## src/rtl/core_switch_ctrl.sv

```systemverilog
`default_nettype none
// ============================================================================
//  Module   : core_switch_ctrl
//  Brief    : Dual-CPU redundancy controller. Watches a heartbeat from each
//             core, fails over to the surviving core on heartbeat loss,
//             honours manual switch requests and holds off re-switching for
//             a fixed window after every switch. ctr_io selects the pin owner
//             (0 = CPU A, 1 = CPU B).
//  Revision : 1.0 - initial release
// ============================================================================
module core_switch_ctrl #(
    parameter int TIMEOUT_CYCLES = 1000,
    parameter int HOLDOFF_CYCLES = 16,
    parameter int CNT_W          = 16
) (
    input  logic       clk,
    input  logic       rst,
    input  logic       hb_a,
    input  logic       hb_b,
    input  logic       force_a,
    input  logic       force_b,
    output logic       ctr_io,
    output logic       a_alive,
    output logic       b_alive,
    output logic       fail_both,
    output logic       switch_evt,
    output logic [1:0] state
);

    typedef enum logic [1:0] {
        ST_ACT_A  = 2'b00,
        ST_ACT_B  = 2'b01,
        ST_HOLD_A = 2'b10,
        ST_HOLD_B = 2'b11
    } state_t;

    localparam logic [CNT_W-1:0] c_timeout   = CNT_W'(TIMEOUT_CYCLES);
    localparam logic [CNT_W-1:0] c_hold_last = CNT_W'(HOLDOFF_CYCLES - 1);
    localparam logic [CNT_W-1:0] c_one       = CNT_W'(1);

    // Lane 0 is CPU A, lane 1 is CPU B.
    logic [1:0] w_hb;
    logic [1:0] w_alive;

    assign w_hb = {hb_b, hb_a};

    generate
        for (genvar i = 0; i < 2; i++) begin : g_lane
            // Bits [1:0] form the synchroniser; bit 2 is the previous synced
            // value used for the any-transition edge detector.
            logic [2:0]       r_sync_q;
            logic [2:0]       w_sync_d;
            logic [CNT_W-1:0] r_wd_q;
            logic [CNT_W-1:0] w_wd_d;
            logic             r_alive_q;
            logic             w_alive_d;
            logic             w_hb_edge;

            assign w_hb_edge = r_sync_q[1] ^ r_sync_q[2];

            // Watchdog: restart on a heartbeat edge, otherwise count up and
            // stick at the timeout value so it never wraps back to "alive".
            always_comb begin
                w_sync_d = {r_sync_q[1:0], w_hb[i]};
                w_wd_d   = r_wd_q;
                if (w_hb_edge) begin
                    w_wd_d = '0;
                end else if (r_wd_q < c_timeout) begin
                    w_wd_d = r_wd_q + c_one;
                end
                w_alive_d = (w_wd_d < c_timeout);
            end

            // Heartbeat lane registers; alive tracks the counter it is
            // registered alongside.
            always_ff @(posedge clk) begin
                if (rst) begin
                    r_sync_q  <= '0;
                    r_wd_q    <= '0;
                    r_alive_q <= 1'b1;
                end else begin
                    r_sync_q  <= w_sync_d;
                    r_wd_q    <= w_wd_d;
                    r_alive_q <= w_alive_d;
                end
            end

            assign w_alive[i] = r_alive_q;
        end
    endgenerate

    state_t           r_state_q;
    state_t           w_state_d;
    logic [CNT_W-1:0] r_hold_q;
    logic [CNT_W-1:0] w_hold_d;
    logic             r_ctr_io_q;
    logic             w_ctr_io_d;
    logic             r_switch_evt_q;
    logic             w_switch_evt_d;
    logic             r_fail_both_q;
    logic             w_fail_both_d;
    logic             w_to_a;
    logic             w_to_b;

    // Auto failover and manual request collapse to the same move; a request
    // toward a dead core or with both forces high never qualifies.
    assign w_to_b = (!w_alive[0] && w_alive[1]) || (force_b && !force_a && w_alive[1]);
    assign w_to_a = (!w_alive[1] && w_alive[0]) || (force_a && !force_b && w_alive[0]);

    // Next-state logic: switch only from ACT states; HOLD just runs out its
    // window and ignores every request and alive change.
    always_comb begin
        w_state_d      = r_state_q;
        w_hold_d       = r_hold_q;
        w_switch_evt_d = 1'b0;
        w_fail_both_d  = !w_alive[0] && !w_alive[1];
        case (r_state_q)
            ST_ACT_A: begin
                if (w_to_b) begin
                    w_state_d      = ST_HOLD_B;
                    w_hold_d       = '0;
                    w_switch_evt_d = 1'b1;
                end
            end
            ST_ACT_B: begin
                if (w_to_a) begin
                    w_state_d      = ST_HOLD_A;
                    w_hold_d       = '0;
                    w_switch_evt_d = 1'b1;
                end
            end
            ST_HOLD_A: begin
                if (r_hold_q == c_hold_last) begin
                    w_state_d = ST_ACT_A;
                end else begin
                    w_hold_d = r_hold_q + c_one;
                end
            end
            ST_HOLD_B: begin
                if (r_hold_q == c_hold_last) begin
                    w_state_d = ST_ACT_B;
                end else begin
                    w_hold_d = r_hold_q + c_one;
                end
            end
        endcase
        w_ctr_io_d = (w_state_d == ST_ACT_B) || (w_state_d == ST_HOLD_B);
    end

    // Controller registers; ctr_io and switch_evt change in the same clock
    // as the state they belong to.
    always_ff @(posedge clk) begin
        if (rst) begin
            r_state_q      <= ST_ACT_A;
            r_hold_q       <= '0;
            r_ctr_io_q     <= 1'b0;
            r_switch_evt_q <= 1'b0;
            r_fail_both_q  <= 1'b0;
        end else begin
            r_state_q      <= w_state_d;
            r_hold_q       <= w_hold_d;
            r_ctr_io_q     <= w_ctr_io_d;
            r_switch_evt_q <= w_switch_evt_d;
            r_fail_both_q  <= w_fail_both_d;
        end
    end

    assign ctr_io     = r_ctr_io_q;
    assign a_alive    = w_alive[0];
    assign b_alive    = w_alive[1];
    assign fail_both  = r_fail_both_q;
    assign switch_evt = r_switch_evt_q;
    assign state      = r_state_q;

endmodule
`default_nettype wire

```

## config.mk

```make
export PLATFORM = sky130hd
export DESIGN_NAME = core_switch_ctrl
export DESIGN_NICKNAME = d
export VERILOG_FILES = /design/src/rtl/core_switch_ctrl.sv
export SDC_FILE = /design/constraint.sdc
export NUM_CORES = 1
export LEC_CHECK = 0
export ABC_AREA = 0
export CAP_MARGIN = 20
export CELL_PAD_IN_SITES_DETAIL_PLACEMENT = 0
export CELL_PAD_IN_SITES_GLOBAL_PLACEMENT = 1
export CORE_ASPECT_RATIO = 0.9
export CORE_MARGIN = 3
export CORE_UTILIZATION = 40
export CTS_CLUSTER_SIZE = 24
export DETAILED_ROUTE_END_ITERATION = 8
export GPL_TIMING_DRIVEN = 0
export HOLD_SLACK_MARGIN = 0.12
export PLACE_DENSITY_LB_ADDON = 0.1
export SKIP_LAST_GASP = 1
export SYNTH_ARGS = -nofsm -noshare
export SYNTH_HDL_FRONTEND = slang
export SYNTH_SLANG_ARGS = --single-unit
export TNS_END_PERCENT = 50
```

## constraint.sdc

```tcl
create_clock -name clk -period 2.5 [get_ports clk]
set_input_delay 0.5 -clock clk [delete_from_list [all_inputs] [get_ports clk]]
set_output_delay 0.5 -clock clk [all_outputs]
set_load 0.05 [all_outputs]
```

==> flow_summary.json <==
{
  "fp.coreArea_um2": 6656,
  "dominantRegCellSynth": "dfxtp_1",
  "p_switching_uw": 512.8,
  "dpl.cell_count": 407,
  "yosysUniqueCellTypes": 53,
  "path_clk_slew_ns": 0.07,
  "gp_congestion": 0.8500,
  "relSlewSlack": 0.5920,
  "grt_max_degree": 13,
  "clock-sinks": 60,
  "dr.pass1.iters": 4,
  "cp_num_buf_inv": 1,
  "vias_per_cell": 5.123,
  "fmax_ghz": 0.4441,
  "die_h_um": 84.91,
  "htree_levels": 3,
  "drt_wl_total_um": 5646,
  "grt_pass1_wl_um": 9860,
  "hold_ws_ns": 0.4426,
  "post-route-period-util": 0.9007,
  "setup_tns_ns": 0,
  "start_util": 0.4158,
  "hpwl_um": 3955,
  "yosysWarningCount": 0,
  "areaGrowthSynthToFinish_pct": 17.41,
  "syn-instance-count": 305,
  "worst_slew_pin_slew_ns": 0.6070,
  "cts_setup_buffers": 0,
  "slowest_delay_ns": 0.88,
  "numCtsBuffers": 9,
  "pre_cts_ws_ns": 0.07645,
  "design_area_um2": 3249,
  "overflow": 0,
  "hold_buffers": 0,
  "cp.arrival_ns": 1.75,
  "drive_above_1_share": 0.09910,
  "worstPathRequired_ns": 2.00,
  "track_usage": 0.1589,
  "final-hold-violation-count": 0,
  "drtIter0Drc": 116,
  "rsz0062_at_grt": "false",
  "stdcell_count": 423,
  "die_width_um": 93.68,
  "pwr-share-seq": 0.449,
  "slew_violations": 0,
  "min_to": "g_lane[0].r_sync_q[1]",
  "wl_per_cell_um": 13.35,
  "syn_area_per_cell_um2": 9.074,
  "grt_pass1_vias": 2067,
  "io_buffers": 12,
  "cts-root-buf": "clkbuf_8",
  "setup_viol": 0,
  "intPower_uw": 1693,
  "worstReg2RegStart": "r_hold_q[6]",
  "synth-seq-cells": 60,
  "cp_slowest_cell": "clkdlybuf4s50_1",
  "worstSetupPathType": "register to primary output",
  "switching_share": 0.2325,
  "critical_path.endpoint_type": "primary output",
  "drv_cap": 0,
  "ff2ff_setup_slack_ns": 0.42,
  "hp-class": "register to register",
  "status": "complete, no violations",
  "timing.rr.end": "r_hold_q[7]",
  "peakVddDrop_v": 0.0003853,
  "path_cells": "clkdlybuf4s50_1",
  "ios": 13,
  "fin_skew_ns": 0.01077,
  "cts_tree": "built",
  "n_antenna_cell": 0,
  "rows": 28,
  "power_density_nw_per_um2": 678.9,
  "finish.net_count": 337,
  "drtAntennaViolNets": 0,
  "synth_fp_nets": 314,
  "clock_path_buffers": 2,
  "cp_max_fo": 8,
  "r2r_cells": 6,
  "setup_ws_ns": 0.2484,
  "netlist_area_um2": 2768,
  "ys_async_sr_fraction": 0,
  "crit_family": "buffers and inverters",
  "clock_power_share": 0.493,
  "synth_edf_count": 0,
  "die_area_um2": 7954,
  "post-route-drc-count": 0,
  "placed_cell_area_um2": 3000,
  "hold_path_depth": 1,
  "cp-start-kind": "register",
  "post_cts_resized": 0,
  "vias": 2167,
  "leakage_uw": 0.001218,
  "yosysSeqAreaShare": 0.4340,
  "combPwrFrac": 0.058,
  "fin_crit_ns": 2.252,
  "clk_latency_ns": 0.34,
  "min_from": "g_lane[0].r_sync_q[0]",
  "antenna_found_initial": 0
}
## layout make-up
class | count | area, µm²
well taps | 90 | 112.6
clock inverters | 7 | 125.1
fillers | 665 | 3407
multi-input cells | 230 | 1501
plain buffers | 10 | 46.29
clock buffers | 9 | 123.9
flip-flops and latches | 60 | 1201
inverters | 5 | 18.77
repair buffers | 12 | 120.1
## flip-flops by register name, summed over array words and instances, names as in the netlist
| signal | flops |
|---|---|
| b_alive | 1 |
| switch_evt | 1 |
| fail_both | 1 |
| g_lane.r_sync_q | 6 |
| a_alive | 1 |
| g_lane.r_wd_q | 32 |
| r_hold_q | 16 |
| state | 2 |
## metrics by stage
step	utilization	power [µW]
after global placement	0.4508	1142
after detailed placement	0.4508	1143
after floorplan	-	1100
final	0.4882	2206
after global routing	0.4882	2313
after CTS	0.4882	2249
## power by group through the flow
stage | Sequential, µW | Combinational [µW] | Clock [µW]
detailed placement | 1010 | 130 | 0
CTS | 991 | 131 | 1130
floorplan | 1020 | 80.9 | 0
finish | 991 | 129 | 1090
global placement | 1010 | 130 | 0
global route | 994 | 146 | 1170
## synthesized netlist by cell type, types with 2 or more instances
cell,count,area share
a21oi_1,9,0.016
inv_1,5,0.0068
a211oi_1,3,0.0081
xor2_1,9,0.028
ha_1,3,0.014
nand2_1,20,0.027
clkbuf_1,5,0.0068
nor3b_1,2,0.0054
o21a_1,2,0.0054
mux2i_1,10,0.036
o211ai_1,5,0.014
o21ai_0,7,0.013
a31oi_1,4,0.0090
nand2b_1,10,0.023
buf_4,2,0.0054
nand3_1,9,0.016
or3_1,7,0.016
nor2b_1,8,0.018
nor3_1,9,0.016
a21oi_2,2,0.0063
buf_1,2,0.0027
nor2_1,30,0.041
o21ai_1,2,0.0036
and2_1,15,0.034
nand4_1,9,0.020
and3_1,11,0.025
xnor2_1,11,0.035
or4_4,2,0.0081
or4_1,3,0.0081
and4_1,3,0.0095
dfxtp_1,60,0.43
nor4_1,5,0.011
## worst max path at each step
stage | endpoint | cells past startpoint | slack [ns] | startpoint
after floorplan | r_hold_q[3] | 6 | 0.50 | a_alive
after global placement | r_hold_q[7] | 7 | 0.09 | force_b
after detailed placement | r_hold_q[7] | 7 | 0.08 | force_b
after CTS | state[1] | 1 | 0.21 | state[1]
after global routing | state[0] | 2 | 0.16 | state[0]
final | state[1] | 1 | 0.25 | state[1]
## placed cells by master (no fill, tap or decap), types with 5 or more instances in the layout
master           instances
clkbuf_8                 9
mux2i_1                 10
a21oi_1                  9
or3_1                    7
nor2_1                  30
nand2_1                 20
clkdlybuf4s50_1         12
dfxtp_1                 60
clkbuf_1                 5
xnor2_1                 11
nand4_1                  9
inv_1                    5
nand2b_1                10
nor4_1                   5
nor3_1                   9
and2_1                  15
and3_1                  11
nor2b_1                  8
xor2_1                   9
nand3_1                  9
o21ai_0                  7
o211ai_1                 5
## layer usage
metal  vias to the layer above  routed length (µm)  GRT usage
li1                       1136                   -          -
met1                       991                2925     0.2168
met2                        36                2431     0.2270
met3                         4                 242    0.06117
met4                         0                  46    0.05906
met5                         -                   0          0
## cells by family (layout without fill, tap and decap cells)
logic type / after synthesis / in the layout / share of synthesized area
simple gates: 153 / 153 / 0.3097
flops: 60 / 60 / 0.4340
compound gates: 44 / 44 / 0.1198
xor+xnor: 20 / 20 / 0.06329
buf+inv: 15 / 43 / 0.02351
mux: 10 / 10 / 0.03617
fa+ha+maj: 3 / 3 / 0.01356
No activity file was read; power rests on OpenSTA's default activity.
